<file path="config.mk">
export PLATFORM = sky130hd
export DESIGN_NAME = store_commit_drainer
export DESIGN_NICKNAME = d
export VERILOG_FILES = /design/src/rtl/store_commit_drainer.sv
export SDC_FILE = /design/constraint.sdc
export NUM_CORES = 1
export LEC_CHECK = 0
export ABC_AREA = 0
export BUFFER_PORTS_ARGS = -buffer_cell sky130_fd_sc_hd__buf_4
export CORE_AREA = 2 2 106 108
export CTS_CLUSTER_SIZE = 28
export DETAILED_ROUTE_END_ITERATION = 8
export DIE_AREA = 0 0 108 110
export HOLD_SLACK_MARGIN = 0.06
export PLACE_DENSITY = 0.88
export SETUP_SLACK_MARGIN = 0.05
export SLEW_MARGIN = 20
export SYNTH_ARGS = -nofsm -noshare
export SYNTH_HDL_FRONTEND = slang
export SYNTH_SLANG_ARGS = --single-unit
</file>
<file path="constraint.sdc">
create_clock -name clk -period 3.9 [get_ports clk]
set_input_delay 0.195 -clock clk [delete_from_list [all_inputs] [get_ports clk]]
set_output_delay 0.195 -clock clk [all_outputs]
set_load 0.005 [all_outputs]
</file>
<file path="src/rtl/store_commit_drainer.sv">
// Drains committed stores from the store-queue head into the L1 D-cache write
// port, one at a time in program order, retrying the same payload after a miss.
module store_commit_drainer #(
  parameter int  ENTRY_NUM    = 16,
  parameter int  COMMIT_WIDTH = 2,
  parameter int  ADDR_W       = 32,
  parameter int  DATA_W       = 64,
  localparam int IDX_W        = $clog2(ENTRY_NUM),
  localparam int CNT_W        = $clog2(ENTRY_NUM) + 1,
  localparam int BE_W         = DATA_W / 8,
  localparam int COMMIT_W     = $clog2(COMMIT_WIDTH) + 1
) (
  input  logic                clk,
  input  logic                rst,
  input  logic [COMMIT_W-1:0] commitStoreNum,
  input  logic [ADDR_W-1:0]   headAddr,
  input  logic [DATA_W-1:0]   headData,
  input  logic [BE_W-1:0]     headBE,
  input  logic                headCondEnabled,
  output logic [IDX_W-1:0]    retiredPtr,
  output logic                releaseHead,
  output logic                cacheWrReq,
  output logic [ADDR_W-1:0]   cacheWrAddr,
  output logic [DATA_W-1:0]   cacheWrData,
  output logic [BE_W-1:0]     cacheWrBE,
  input  logic                cacheWrAck,
  input  logic                cacheWrHit,
  input  logic                cacheRefillDone,
  output logic [CNT_W-1:0]    pendingCount,
  output logic                drained,
  output logic                overflowErr
);

  typedef enum logic [1:0] {
    IDLE      = 2'd0,
    REQ       = 2'd1,
    MISS_WAIT = 2'd2
  } drainStateT;

  localparam logic [CNT_W:0] PEND_CAP = (CNT_W + 1)'(ENTRY_NUM);

  drainStateT     state;
  logic           hasPending;
  logic           condFailRelease;
  logic           writeRelease;
  logic [CNT_W:0] pendingSum;

  // Only stores already counted before this edge may be released; a commit
  // landing this cycle is netted into the counter but cannot pop until next cycle.
  assign hasPending      = (pendingCount != '0);
  assign condFailRelease = (state == IDLE) && hasPending && !headCondEnabled;
  assign writeRelease    = (state == REQ) && hasPending && cacheWrAck && cacheWrHit;
  assign releaseHead     = condFailRelease || writeRelease;
  assign drained         = !hasPending && (state == IDLE);

  assign pendingSum = {1'b0, pendingCount}
                    + (CNT_W + 1)'(commitStoreNum)
                    - (CNT_W + 1)'(releaseHead);

  always_ff @(posedge clk or negedge rst) begin
    if (!rst) begin
      state        <= IDLE;
      retiredPtr   <= '0;
      pendingCount <= '0;
      overflowErr  <= 1'b0;
      cacheWrReq   <= 1'b0;
      cacheWrAddr  <= '0;
      cacheWrData  <= '0;
      cacheWrBE    <= '0;
    end else begin
      // NOTE: non-blocking assignments so every register here samples the
      // pre-edge values of its neighbours, independent of statement order.
      if (releaseHead) begin
        retiredPtr <= retiredPtr + IDX_W'(1);
      end

      if (pendingSum > PEND_CAP) begin
        pendingCount <= PEND_CAP[CNT_W-1:0];
        overflowErr  <= 1'b1;
      end else begin
        pendingCount <= pendingSum[CNT_W-1:0];
      end

      unique case (state)
        IDLE: begin
          if (hasPending && headCondEnabled) begin
            cacheWrAddr <= headAddr;
            cacheWrData <= headData;
            cacheWrBE   <= headBE;
            cacheWrReq  <= 1'b1;
            state       <= REQ;
          end
        end
        REQ: begin
          if (cacheWrAck) begin
            cacheWrReq <= 1'b0;
            state      <= cacheWrHit ? IDLE : MISS_WAIT;
          end
        end
        MISS_WAIT: begin
          // Payload registers are left untouched so the retry reissues the
          // exact captured store without re-reading the queue head.
          if (cacheRefillDone) begin
            cacheWrReq <= 1'b1;
            state      <= REQ;
          end
        end
        default: begin
          cacheWrReq <= 1'b0;
          state      <= IDLE;
        end
      endcase
    end
  end

endmodule

</file>
---- Word level (Yosys, flattened, before mapping) ----
Index checks and enable logic that the tools add are counted.
word-level totals
  register bits after elaboration ......... 117
  input port bits ......................... 112
  output and inout port bits .............. 117
  word-level logic and storage cells ...... 41
operators by class
  $add $sub $neg .......................... 3
  $lt $le $gt $ge ......................... 1
  eq/ne operators ......................... 5
  multiplexer cells ....................... 10
  reduce and logical (&&, ||, !) cells .... 14
operators with widths
  cell                                                                    count
  2-bit 2-to-1 mux                                                        4
  1-bit logical AND                                                       7
  5-bit by 2-bit adder with 6-bit output                                  1
  6-bit by 5-bit > comparator with 1-bit output (second input constant)   1
  2-bit one-hot mux with 3 select lines                                   1
  6-bit by 1-bit subtractor with 6-bit output                             1
  5-bit 2-to-1 mux                                                        1
  5-bit nonzero test                                                      1
  4-bit by 1-bit adder with 4-bit output (second input constant)          1
  2-bit != test (second input constant)                                   2
  1-bit 2-to-1 mux                                                        3
  1-bit one-hot mux with 3 select lines                                   1
  3-bit AND reduction                                                     1
  2-bit by 1-bit equality test with 1-bit output (second input constant)  1
  2-bit equality test (second input constant)                             1
  1-bit logical NOT                                                       2
  2-bit logical NOT                                                       1
  2-bit by 1-bit != test with 1-bit output (second input constant)        1
  2-bit AND reduction                                                     1
  1-bit logical OR                                                        1

---- Longest topological paths before layout ----
  depth in word-level cells ............... 8
  mapped depth ............................ 12
  mapped depth without buffers ............ 12

---- Worst setup path after synthesis ----
OpenSTA, ideal clock, no wires.
  path kind ............................... flip-flop to flip-flop
  start point ............................. reg pendingCount[2]
  end point ............................... reg overflowErr
  library setup time ...................... 0.124 ns
  data arrival time ....................... 2.816 ns
  required time ........................... 3.776 ns
  slack ................................... 0.960 ns
  cell stages (with the launch flop) ...... 13
  buffers on the path ..................... 0
  period minus slack after synthesis ...... 2.940 ns
  cells stage by stage .................... dfrtp_1 inv_1 ha_1 nor4b_1 a211oi_2 ha_1 inv_1 ha_1 fa_1 a21o_1 a21oi_1 xnor2_1 a211o_1
between the ends
  cells in the longest elaborated chain, start to end .. 7
  elaborated cells between the ends (all ways) .. 10
  classes of those cells .................. add/sub: 2; order compare: 1; reduce/logical: 7
ends and longest elaborated chain
  element                                          RTL line  source
  from (decl)                                      29        output logic [CNT_W-1:0] pendingCount,
  from (signal assigned)                           78        pendingCount <= PEND_CAP[CNT_W-1:0];
  from (signal assigned)                           81        pendingCount <= pendingSum[CNT_W-1:0];
  5-bit nonzero test *                             50        assign hasPending = (pendingCount != '0);
  1-bit logical AND (3 in a row)                   52        assign writeRelease = (state == REQ) && hasPending && cacheWrAck && cacheWrHit;
  1-bit logical OR *                               53        assign releaseHead = condFailRelease || writeRelease;
  net releaseHead                                  21        output logic releaseHead,
  6-bit by 1-bit subtractor with 6-bit output *    58        - (CNT_W + 1)'(releaseHead);
  6-bit by 5-bit > comparator with 1-bit output *  77        if (pendingSum > PEND_CAP) begin
  to (signal assigned)                             65        overflowErr <= 1'b0;
  to (signal assigned)                             79        overflowErr <= 1'b1;
  to (decl)                                        31        output logic overflowErr
The timed path passes the listed nets; every way through them passes the cells marked *.
A chain may end at the register's enable or synchronous reset.

---- Final worst setup path ----
  start point ............................. reg pendingCount[2]
  end point ............................... reg overflowErr
between the ends
  cells in the longest elaborated chain, start to end .. 7
  elaborated cells between the ends (all ways) .. 10
  classes of those cells .................. add/sub: 2; order compare: 1; reduce/logical: 7
ends and longest elaborated chain
  element                                                                                         RTL line
  parallel branches: the longest is 5 deep, another holds 5-bit by 2-bit adder with 6-bit output  -
  6-bit by 1-bit subtractor with 6-bit output *                                                   58
  6-bit by 5-bit > comparator with 1-bit output *                                                 77
Mark *: on every way between the ends.

==> metrics <==
outcome=finished, final reports clean; CP bufs+invs=2; worst-path fanout max=6; Finished Core Util=78.4%; Mapped Area=4920 sq um; multi-input logic area=1840 sq um; CP required=4.29 ns; worst-skew pair later-pin latency=0.50 ns; worst rel slew slack=55.7%; CORE AREA=10700 sq um; peak supply drop=0.414 mV; post-DR wirelength/cell=18.1 microns; Worst path max stage delay=0.55 ns; routed vias=3886; most used cell, CP=ha_1; Worst R2R Setup Slack=0.51 ns; Die Width=108 microns; drt total wl=14500 microns; postcts setup bufs=0; Slew @ Worst Pin=0.655 ns; FF/Latch Area=2930 sq um; Top delay family on crit path=adder cells; fillers=550; antenna viol nets, final=0; layout cells sized above 1=56.4%; post-detail-place hpwl=8360 microns; RSZ-0062 raised after global routing=false; Initial DRT Pass Iterations=4; max_cap viols=0; Final Skew=0.00564 ns; Die ar.=11900 sq um; HP Class=in -> reg; CTS max path bufs=2; Die Ht=110 microns; htree depth=4; Final min period=3.39 ns; Initial Util=46.0%; Syn-to-layout area delta=70.7%; #FFs+latches synth=117; largest net degree at the start of global routing=63; Finished Cell Area=8390 sq um; GP Congestion=0.863; dpl cell area=6750 sq um; CP max stage cell=nor4b_1; startpoint types=register; synth warn=0; CP endpoint kind=register; Cells after DPL=660; row count=38; post-synthesis cell type count=34; setup_tns=0 ns; drt drc=0; remaining global-route overflow=0; Max Fclk=295 MHz; CTS tree=done; Via-to-Cell Ratio=4.86; sequential-to-total area share from yosys stat=59.6%; io pins=229; Synth Area per Inst=16.3 sq um; Clock Pin Slew Worst Setup and Hold Paths=0.06 ns; first-pass GRT wire length=21800 microns; antenna violations before repair=0; Nets=768; Post-Syn Instances=301; PortBufs=228; CTS buffer count=17; vias in the first global route=4288; Syn Nets=423; kind of critical path=reg -> reg; period utilisation layout=86.9%; CTS root buffer=clkbuf_8; Cell Count, Final, Fillers Out=799; Starting DRT DRC Count=181; Final setup viols=0; CTS Sinks=117; Lkg Pwr=0.00416 uW; critical path cell sequence=inv_1, ha_1, nor4b_1, a211oi_2, ha_1, inv_1, ha_1, fa_1, a21o_1, a21oi_1, xnor2_1, a211o_1; crit path DAT=3.78 ns; Total GRT Usage=24.5%; Power per Cell Area=785 nW/um^2; ANT cells=0; max-slew violations=0; Hold Fails Final Rpt=0
==> flip-flops by register name, summed over array words and instances, names as in the netlist <==
register / count
cacheWrData: 64
cacheWrAddr: 32
cacheWrBE: 8
cacheWrReq: 1
overflowErr: 1
state: 2
pendingCount: 5
retiredPtr: 4
==> layout make-up <==
| class | count | share of cell area, % |
|---|---|---|
| clock buffer | 17 | 4.94 |
| clock inverter | 15 | 1.88 |
| inverter | 14 | 0.626 |
| multi-input combinational | 157 | 21.9 |
| sequential | 117 | 34.9 |
| tap | 140 | 2.09 |
| timing repair buffer | 339 | 33.7 |
==> layout by cell type (no fill, tap or decap), types with 2 or more instances in the layout <==
cell type      Yosys  layout
nand4_1            2       2
nor3_1             4       4
clkinv_2           0       3
inv_6              0       2
o22ai_1            3       3
clkinv_4           0       4
mux2_4            60      60
ha_1               9       9
clkbuf_16          0      16
dlygate4sd3_1      0     107
nor3b_1            3       3
bufinv_16          0       2
nor2_1             3       3
inv_1             13      13
clkinvlp_4         0       4
buf_4              1     231
mux2_2            44      44
xnor2_1            5       5
a21oi_1            5       5
dfrtp_1          117     117
==> cells by family (layout without fill, tap and decap cells) <==
| logic type | Yosys count | count (layout) | share of synthesized area (%) |
|---|---|---|---|
| XOR/XNOR | 6 | 6 | 1.07 |
| buffers and inverters | 27 | 385 | 3.33 |
| AND/OR/NAND/NOR | 22 | 22 | 2.65 |
| AO/OA/AOI/OAI | 14 | 14 | 2.06 |
| flip-flops | 117 | 117 | 59.6 |
| adder cells (fa/ha/maj) | 10 | 10 | 2.70 |
| multiplexers | 105 | 105 | 28.6 |
==> per-stage QoR <==
step | setup slack (ns) | total power (uW) | hold slack [ns]
6_report | 0.511 | 6580 | 0.109
4_1_cts | 0.503 | 6550 | 0.0687
2_1_floorplan | 0.960 | 3640 | -0.101
5_1_grt | 0.370 | 6930 | 0.0741
3_5_place_dp | 0.596 | 4940 | 0.200
3_3_place_gp | 0.751 | 4820 | 0.194
==> per-layer routing <==
| metal | share of wire (%) | track usage [%] | vias to the layer above |
|---|---|---|---|
| met2 | 52 | 43.2 | 173 |
| met5 | 0 | 0 | - |
| met4 | 2.4 | 11.1 | 0 |
| li1 | - | - | 1756 |
| met3 | 7.4 | 8.05 | 32 |
| met1 | 38 | 27.0 | 1925 |
==> worst paths after layout <==
| check | startpoint | to | cells after the start |
|---|---|---|---|
| setup / recovery | pendingCount[2] | overflowErr | 12 |
| hold / removal | cacheWrAck | cacheWrReq | 4 |
| max in group asynchronous | rst | cacheWrData[19] | 3 |
| hold reg to reg | retiredPtr[3] | retiredPtr[3] | 1 |
| setup reg to reg | pendingCount[2] | overflowErr | 12 |
| min in group asynchronous | rst | retiredPtr[1] | 2 |
==> Yosys cell counts <==
cell type / count / share of area, %
a211o_1: 1 / 0.18
a211oi_1: 1 / 0.15
a211oi_2: 1 / 0.25
a21o_1: 1 / 0.15
a21oi_1: 5 / 0.51
buf_2: 5 / 0.51
buf_4: 1 / 0.15
buf_6: 7 / 1.6
dfrtp_1: 117 / 60
fa_1: 1 / 0.41
ha_1: 9 / 2.3
inv_1: 13 / 0.99
inv_2: 1 / 0.076
mux2_1: 1 / 0.23
mux2_2: 44 / 10
mux2_4: 60 / 18
nand2_1: 1 / 0.076
nand2b_1: 1 / 0.13
nand3_1: 2 / 0.20
nand3b_1: 1 / 0.15
nand4_1: 2 / 0.25
nand4b_1: 1 / 0.18
nor2_1: 3 / 0.23
nor2b_1: 1 / 0.13
nor3_1: 4 / 0.41
nor3b_1: 3 / 0.46
nor4b_1: 1 / 0.18
o21ai_0: 1 / 0.10
o22ai_1: 3 / 0.38
o41ai_2: 1 / 0.33
or2_0: 1 / 0.13
or2_1: 1 / 0.13
xnor2_1: 5 / 0.89
xor2_1: 1 / 0.18
==> timing repair <==
| item | in CTS | in global routing |
|---|---|---|
| setup endpoints to repair | 0 | 0 |
| hold endpoints to repair | 145 | 0 |
| resized for setup | 0 | 0 |
| hold buffers | 107 | 0 |
==> power breakdown <==
group | switching [uW] | internal [uW] | leakage [uW]
clock | 572 | 911 | 0.000270
combinational | 1030 | 1820 | 0.00251
sequential | 411 | 1830 | 0.00138
total | 2020 | 4570 | 0.00416
==> worst min-delay path, stage by stage <==
cell and delay [ns]:
buf_4 0.10, inv_1 0.05, a21oi_1 0.12, o22ai_1 0.09
No activity file was read; power rests on OpenSTA's default activity.
